[src/rtl/mem_dumper_if.sv]
// Memory-read and byte-stream bundle between mem_dumper (master) and the
// data memory / host consumer (slave).
interface mem_dumper_if #(
   parameter int AW = 8,
   parameter int DW = 8
) ();
   logic [AW-1:0] mem_addr;
   logic          mem_rd_en;
   logic [DW-1:0] mem_data;
   logic [DW-1:0] out_data;
   logic          out_valid;
   logic          out_ready;

   modport master (
      output mem_addr, mem_rd_en, out_data, out_valid,
      input  mem_data, out_ready
   );

   modport slave (
      input  mem_addr, mem_rd_en, out_data, out_valid,
      output mem_data, out_ready
   );
endinterface

[src/rtl/mem_dumper.sv]
// After a rising edge of halt, reads a window of data memory byte by byte and
// streams it over valid/ready while accumulating a 16-bit checksum.
module mem_dumper #(
   parameter int AW = 8,
   parameter int DW = 8,
   parameter int LW = 9
) (
   input  logic          CLK,
   input  logic          reset,
   input  logic          halt,
   input  logic [AW-1:0] dump_base,
   input  logic [LW-1:0] dump_len,
   mem_dumper_if.master  bus,
   output logic          busy,
   output logic          done,
   output logic [15:0]   checksum
);

   typedef enum logic [1:0] {
      IDLE,
      FETCH,
      SEND,
      DONE
   } state_t;

   state_t        state;
   state_t        state_next;
   logic          halt_d;
   logic [AW-1:0] base;
   logic [LW-1:0] len;
   logic [LW-1:0] count;
   logic          trigger;
   logic          last;

   assign trigger = halt & ~halt_d;
   // count is LW bits so a full-memory window (len = 2^AW) terminates
   assign last    = (count + LW'(1)) == len;

   always_ff @(posedge CLK) begin
      if (reset) begin
         state <= IDLE;
      end else begin
         state <= state_next;
      end
   end

   always_comb begin
      state_next = state;
      unique case (state)
         IDLE: begin
            if (trigger) begin
               state_next = (dump_len == '0) ? DONE : FETCH;
            end
         end
         FETCH: state_next = SEND;
         SEND: begin
            if (bus.out_ready) begin
               state_next = last ? DONE : FETCH;
            end
         end
         DONE: begin
            if (!halt) begin
               state_next = IDLE;
            end
         end
      endcase
   end

   // halt_d resets high so a halt already asserted out of reset is not an edge
   always_ff @(posedge CLK) begin
      if (reset) begin
         halt_d       <= 1'b1;
         base         <= '0;
         len          <= '0;
         count        <= '0;
         checksum     <= '0;
         bus.out_data <= '0;
      end else begin
         halt_d <= halt;
         unique case (state)
            IDLE: begin
               if (trigger) begin
                  base     <= dump_base;
                  len      <= dump_len;
                  count    <= '0;
                  checksum <= '0;
               end
            end
            FETCH: bus.out_data <= bus.mem_data;
            SEND: begin
               if (bus.out_ready) begin
                  checksum <= checksum + 16'(bus.out_data);
                  count    <= count + LW'(1);
               end
            end
            DONE: ;
         endcase
      end
   end

   always_comb begin
      busy          = 1'b0;
      done          = 1'b0;
      bus.out_valid = 1'b0;
      bus.mem_rd_en = 1'b0;
      bus.mem_addr  = '0;
      unique case (state)
         IDLE: ;
         FETCH: begin
            busy          = 1'b1;
            bus.mem_rd_en = 1'b1;
            bus.mem_addr  = base + AW'(count);
         end
         SEND: begin
            busy          = 1'b1;
            bus.out_valid = 1'b1;
         end
         DONE: done = 1'b1;
      endcase
   end

endmodule

[src/flat_wrapper.sv]
// flat-port wrapper written by rule: the top's interface ports become plain ports
module mem_dumper_flat 
#(
   parameter int AW = 8,
   parameter int DW = 8,
   parameter int LW = 9
)
  (CLK, reset, halt, dump_base, dump_len, busy, done, checksum, bus_mem_addr, bus_mem_rd_en, bus_out_data, bus_out_valid, bus_mem_data, bus_out_ready);
  mem_dumper_if #(.AW(AW), .DW(DW)) bus_i ();
  input  logic CLK;
  input  logic reset;
  input  logic halt;
  input  logic [AW-1:0] dump_base;
  input  logic [LW-1:0] dump_len;
  output logic busy;
  output logic done;
  output logic [15:0] checksum;
  output wire logic [$bits(bus_i.mem_addr)-1:0] bus_mem_addr;
  output wire logic [$bits(bus_i.mem_rd_en)-1:0] bus_mem_rd_en;
  output wire logic [$bits(bus_i.out_data)-1:0] bus_out_data;
  output wire logic [$bits(bus_i.out_valid)-1:0] bus_out_valid;
  input wire logic [$bits(bus_i.mem_data)-1:0] bus_mem_data;
  input wire logic [$bits(bus_i.out_ready)-1:0] bus_out_ready;
  assign bus_mem_addr = bus_i.mem_addr;
  assign bus_mem_rd_en = bus_i.mem_rd_en;
  assign bus_out_data = bus_i.out_data;
  assign bus_out_valid = bus_i.out_valid;
  assign bus_i.mem_data = bus_mem_data;
  assign bus_i.out_ready = bus_out_ready;
  mem_dumper #(.AW(AW), .DW(DW), .LW(LW)) u_core (.CLK(CLK), .reset(reset), .halt(halt), .dump_base(dump_base), .dump_len(dump_len), .bus(bus_i), .busy(busy), .done(done), .checksum(checksum));
endmodule
[config.mk]
export PLATFORM = sky130hd
export DESIGN_NAME = mem_dumper_flat
export DESIGN_NICKNAME = d
export VERILOG_FILES = /design/src/rtl/mem_dumper_if.sv /design/src/rtl/mem_dumper.sv /design/src/flat_wrapper.sv
export SDC_FILE = /design/constraint.sdc
export NUM_CORES = 1
export LEC_CHECK = 0
export ABC_AREA = 1
export CAP_MARGIN = 40
export CORE_ASPECT_RATIO = 0.8
export CORE_MARGIN = 4
export CORE_UTILIZATION = 55
export CTS_BUF_LIST = sky130_fd_sc_hd__clkbuf_4
export CTS_CLUSTER_SIZE = 24
export DETAILED_ROUTE_END_ITERATION = 8
export PLACE_DENSITY_LB_ADDON = 0.12
export SYNTH_ARGS = -nofsm -noshare
export SYNTH_HDL_FRONTEND = slang
export SYNTH_SLANG_ARGS = --single-unit
[constraint.sdc]
create_clock -name CLK -period 3.5 [get_ports CLK]
set_input_delay 0.525 -clock CLK [delete_from_list [all_inputs] [get_ports CLK]]
set_output_delay 0.525 -clock CLK [all_outputs]
set_load 0.01 [all_outputs]
# Word-level counts from Yosys, hierarchy flattened
# Index checks and enable logic that the tools add are counted.
# word_totals
output_inout_bits	36
register_bits	53
input_bits	29
word_cells	43
# classes
n_reduce_logical	7
bitwise	2
n_mux	17
eq_ne	7
addsub	3
# ops
op	n
$mux W16	2
$pmux W16 S2	1
$mux W9	2
$pmux W9 S2	1
$add A16 B8 Y16	1
$mux W2	5
$add A9 B1 Y9 const B	1
$eq A9 B9 Y1	1
$logic_not A9 Y1	1
$add A8 B8 Y8	1
$mux W8	1
$pmux W2 S4	1
$reduce_and A3 Y1	2
$eq A2 B2 Y1 const B	2
$mux W1	4
$ne A2 B2 Y1 const B	2
$eq A2 B1 Y1 const B	1
$logic_not A2 Y1	1
$ne A2 B1 Y1 const B	1
$reduce_and A2 Y1	1
$reduce_bool A2 Y1	1
$reduce_or A2 Y1	1
$and A1 B1 Y1	1
$not A1 Y1	1

# Logic depth before layout (Yosys ltp)
# logic_depth
word_depth	5
depth_mapped	13
depth_no_buf	13

# Worst setup path before layout
# No wires, ideal clock.
# synth_path
path_type	register -> output
startpoint	register u_core.count[0]
endpoint	output port bus_mem_addr[6]
path_stages_with_launch	12
path_buffers	0
arrival_time_ps	1810
required_ps	2975
path_slack_ps	1165
cell_sequence	dfxtp_1 ha_1 fa_1 nand2_1 inv_1 o21ai_0 a21oi_1 nor2_1 nor2_1 nor2_1 o21ai_0 a21oi_1
# synth_between
elab_chain_len	2
# synth_lines
item	line_no	rtl
from (decl)	mem_dumper.sv:31	logic [LW-1:0] count;
from (signal assigned)	mem_dumper.sv:93	count <= count + LW'(1);
$add A8 B8 Y8	mem_dumper.sv:112	bus.mem_addr = base + AW'(count);
$mux W8	mem_dumper.sv:107	unique case (state)
to (decl)	flat_wrapper.sv:18	output wire logic [$bits(bus_i.mem_addr)-1:0] bus_mem_addr;
# Every way passes these cells.

# Worst setup path in the final report
# Same ends and word-level chain as after synthesis.

==> metrics.json <==
{
  "outcome": "finished clean",
  "hold_slack_ps": 484,
  "p_switching_w": 0.000726,
  "port-buffer-count": 64,
  "route.antenna.remaining_nets": 0,
  "cts_hold_buffers": 0,
  "cts_setup_buffers": 0,
  "die_h_um": 75.0,
  "timing.critical_path.from": "u_core.count[0]$_SDFFE_PP0P_",
  "crit-reg2reg-capture": "u_core.checksum[7]$_SDFFE_PP0P_",
  "report.final.setup_viol": 0,
  "drtIter0Drc": 163,
  "timing.critical_path.depth": 12,
  "fin_skew_ps": 8.74,
  "report.power.total_w": 0.00185,
  "grt_first_pass_wirelength_mm": 12.8,
  "comb_power_share_pct": 41.4,
  "finalNetCount": 573,
  "drt_first_pass_iters": 5,
  "worstPathArrival_ps": 2740,
  "cts_buffers": 5,
  "worst_hold_path_type": "flip-flop to flip-flop",
  "synth-seq-area-share_pct": 34.4,
  "p_sw_share_pct": 39.4,
  "routed_wirelength_mm": 7.90,
  "cts_repair_resize_count": 0,
  "via_count_of_the_first_global_routing_pass": 2844,
  "cts_num_sinks": 53,
  "end_kind": "output pin",
  "place.gp.congestion": 0.890,
  "groute.usage.overall_pct": 22.8,
  "effective_utilization_at_floorplan_pct": 56.7,
  "synth_nets": 508,
  "grt.overflow.total": 0,
  "antenna_cells": 0,
  "timing.reg2reg.worst_path_depth": 11,
  "worst_setup_path_end": "bus_mem_addr[6]",
  "max_slew_margin_pct": 52.2,
  "pwr_density_cell_nw_per_um2": 474,
  "placeableCoreArea_sq_um": 5440,
  "clock_tree.root_cell": "clkbuf_4",
  "finalHoldViolations": 0,
  "synth.top_cells.by_area": "dfxtp_1 (34%), nand2_1 (12%), ha_1 (8.1%)",
  "floorplan.die_area_sq_um": 6870,
  "maxCapViolCount": 0,
  "fill_cells": 461,
  "grt_max_degree": 25,
  "min_period_ps": 3260,
  "final_util_pct": 71.6,
  "finish.cell_count_without_fillers": 601,
  "setup.worst_path.class": "flip-flop to output pin",
  "drt-vias-per-instance": 5.18,
  "synth_largest_type_area_fraction_pct": 34.4,
  "gate_family_responsible_for_the_most_delay_along_the_worst_path": "adder cells",
  "avgRoutedWirePerCell_um": 13.1,
  "static-leakage-power_nw": 1.66,
  "cts_tree": "built",
  "worst-path-buf-inv": 2,
  "worst_path_most_repeated_cell": "nor2_1",
  "cpPeakStageDelay_ps": 550,
  "min-delay-start": "u_core.len[2]$_SDFFE_PP0P_",
  "yosys_register_bits": 53,
  "post_synthesis_average_cell_area_sq_um": 6.74,
  "fin_crit_sh_pct": 93.3,
  "synth_warnings": 0,
  "syn_inst": 457,
  "crit_path_start_kind": "flip-flop",
  "num_vias": 3113,
  "critPathRequiredTime_ps": 2970,
  "worstReg2RegStart": "u_core.state[0]$_SDFFE_PP0P_",
  "synthDistinctLibCells": 37,
  "rsz0062_at_grt": "false",
  "synth_to_layout_area_growth_pct": 26.3,
  "drive_above_1_share_pct": 7.46,
  "internal_power_w": 0.00112,
  "clock_power_share_pct": 18.8,
  "vdd_drop_max_v": 0.000552,
  "grt_antenna_before_repair": 0,
  "power_frac_seq_pct": 39.8,
  "worst_setup_hold_path_clk_slew_ps": 150,
  "critical_path_peak_fanout": 5,
  "clk_latency_ps": 370,
  "cts_max_level": 2,
  "netlist_area_sq_um": 3080,
  "max_clock_freq_ghz": 0.306,
  "row_count": 24,
  "post-place-cells": 593,
  "synth.largest_area_cell": "dfxtp_1",
  "top_level_ports": 65,
  "timing.setup.tns_ps": 0,
  "drcViolationCount": 0,
  "cp_slowest_cell": "clkdlybuf4s50_1",
  "horiz_die_dim_um": 91.7,
  "max_slew.worst_pin.slew_ps": 717,
  "reg2reg_setup_slack_ps": 1300,
  "path_cells": "ha_1 > fa_1 > nand2_1 > inv_1 > o21ai_2 > a21oi_1 > nor2_1 > nor2_1 > nor2_1 > o21ai_0 > a21oi_1 > clkdlybuf4s50_1",
  "finalMaxSlewViolations": 0,
  "clk_path_buf_depth": 2,
  "dp_hpwl_mm": 5.91
}
cells in the mapped netlist:
library cell and count:
o21ai_0 38, o21bai_2 1, a22oi_1 1, nand2_4 1
dfxtp_1 53, clkinv_1 1, nor3_1 4, or2_0 1
a31oi_1 1, o21ai_2 2, nand2_1 97, o21ai_1 2
a21oi_1 48, inv_2 6, buf_2 1, nor2_4 3
fa_1 2, nand4_1 2, nor4_1 3, nor2_1 65
o21a_1 1, nor3_2 1, buf_4 1, buf_1 1
nand3_2 2, or2_2 1, inv_1 50, ha_1 20
nand3b_1 1, o31a_1 1, nand3_1 28, nand2_2 5
nor2_2 1, a21oi_2 3, clkbuf_1 7, xnor2_1 1
o21bai_1 1
worst reg2reg max path: cells and delay by family (launching register included):
family | cells | cell delay (ps)
adder cells (fa/ha/maj) | 1 | 220
AO/OA/AOI/OAI | 4 | 480
buffers and inverters | 3 | 340
AND/OR/NAND/NOR | 3 | 670
flip-flops | 1 | 430
cell type report:
type                            count  area [sq um]  area share (%)
Multi-Input combinational cell    337          1770            45.4
Tap cell                           78          97.6            2.51
Timing Repair Buffer               68           671            17.2
Clock buffer                        6          45.0            1.16
Inverter                           57           214            5.50
Sequential cell                    53          1060            27.3
Clock inverter                      2          33.8           0.868
layer usage:
metal / track usage, % / vias up / share of wire (%) / wire, um
met4: 5.27 / 0 / 0.48 / 38
li1: - / 1610 / - / -
met1: 31.0 / 1390 / 48 / 3750
met5: 0 / - / 0 / 0
met2: 38.5 / 108 / 44 / 3480
met3: 4.10 / 5 / 8.0 / 628
state kept, by name, indices dropped and copies added (netlist names):
register / cells
u_core.halt_d: 1
u_core.len: 9
u_core.checksum: 16
u_core.base: 8
u_core.bus.out_data: 8
u_core.state: 2
u_core.count: 9
power groups by stage:
stage               Combinational [W]  Clock, W  Sequential (W)
detailed placement           0.000751         0        0.000747
finish                       0.000764  0.000347        0.000735
CTS                          0.000757  0.000358        0.000734
global placement             0.000730         0        0.000741
global route                 0.000838  0.000379        0.000744
floorplan                    0.000458         0        0.000748
layout by cell type (no fill, tap or decap), types with 4 or more instances in the layout:
cell type / netlist / routed
ha_1: 20 / 20
o21ai_0: 38 / 37
nor3_1: 4 / 4
dfxtp_1: 53 / 52
a21oi_1: 48 / 48
nand2_2: 5 / 5
inv_2: 6 / 6
nor2_1: 65 / 65
nand3_1: 28 / 28
inv_1: 50 / 50
clkdlybuf4s50_1: 0 / 64
clkbuf_4: 0 / 6
buf_4: 1 / 4
nand2_1: 97 / 97
kinds of logic after synthesis:
| group | count (synthesis) | share of synthesized area (%) |
|---|---|---|
| flip-flops | 53 | 34.4 |
| AO/OA/AOI/OAI | 99 | 17.3 |
| buffers and inverters | 67 | 8.32 |
| XOR/XNOR | 1 | 0.284 |
| AND/OR/NAND/NOR | 215 | 30.2 |
| adder cells (fa/ha/maj) | 22 | 9.42 |
worst min-delay path by stage:
stage	to	slack, ps	cells after the start
2_1_floorplan	u_core.len[3]$_SDFFE_PP0P_	440	2
3_3_place_gp	u_core.checksum[12]$_SDFFE_PP0P_	450	2
3_5_place_dp	u_core.checksum[12]$_SDFFE_PP0P_	460	2
4_1_cts	u_core.len[2]$_SDFFE_PP0P_	490	2
5_1_grt	u_core.len[3]$_SDFFE_PP0P_	510	2
6_report	u_core.len[2]$_SDFFE_PP0P_	480	2
stage by stage:
stage	area (sq um)	setup slack (ps)
3_5_place_dp	3810	468
3_3_place_gp	3810	572
4_1_cts	3890	34.4
5_1_grt	3890	51.8
6_report	3890	236
2_1_floorplan	3080	1160
Note: power is estimated with default switching activity, not from simulation.
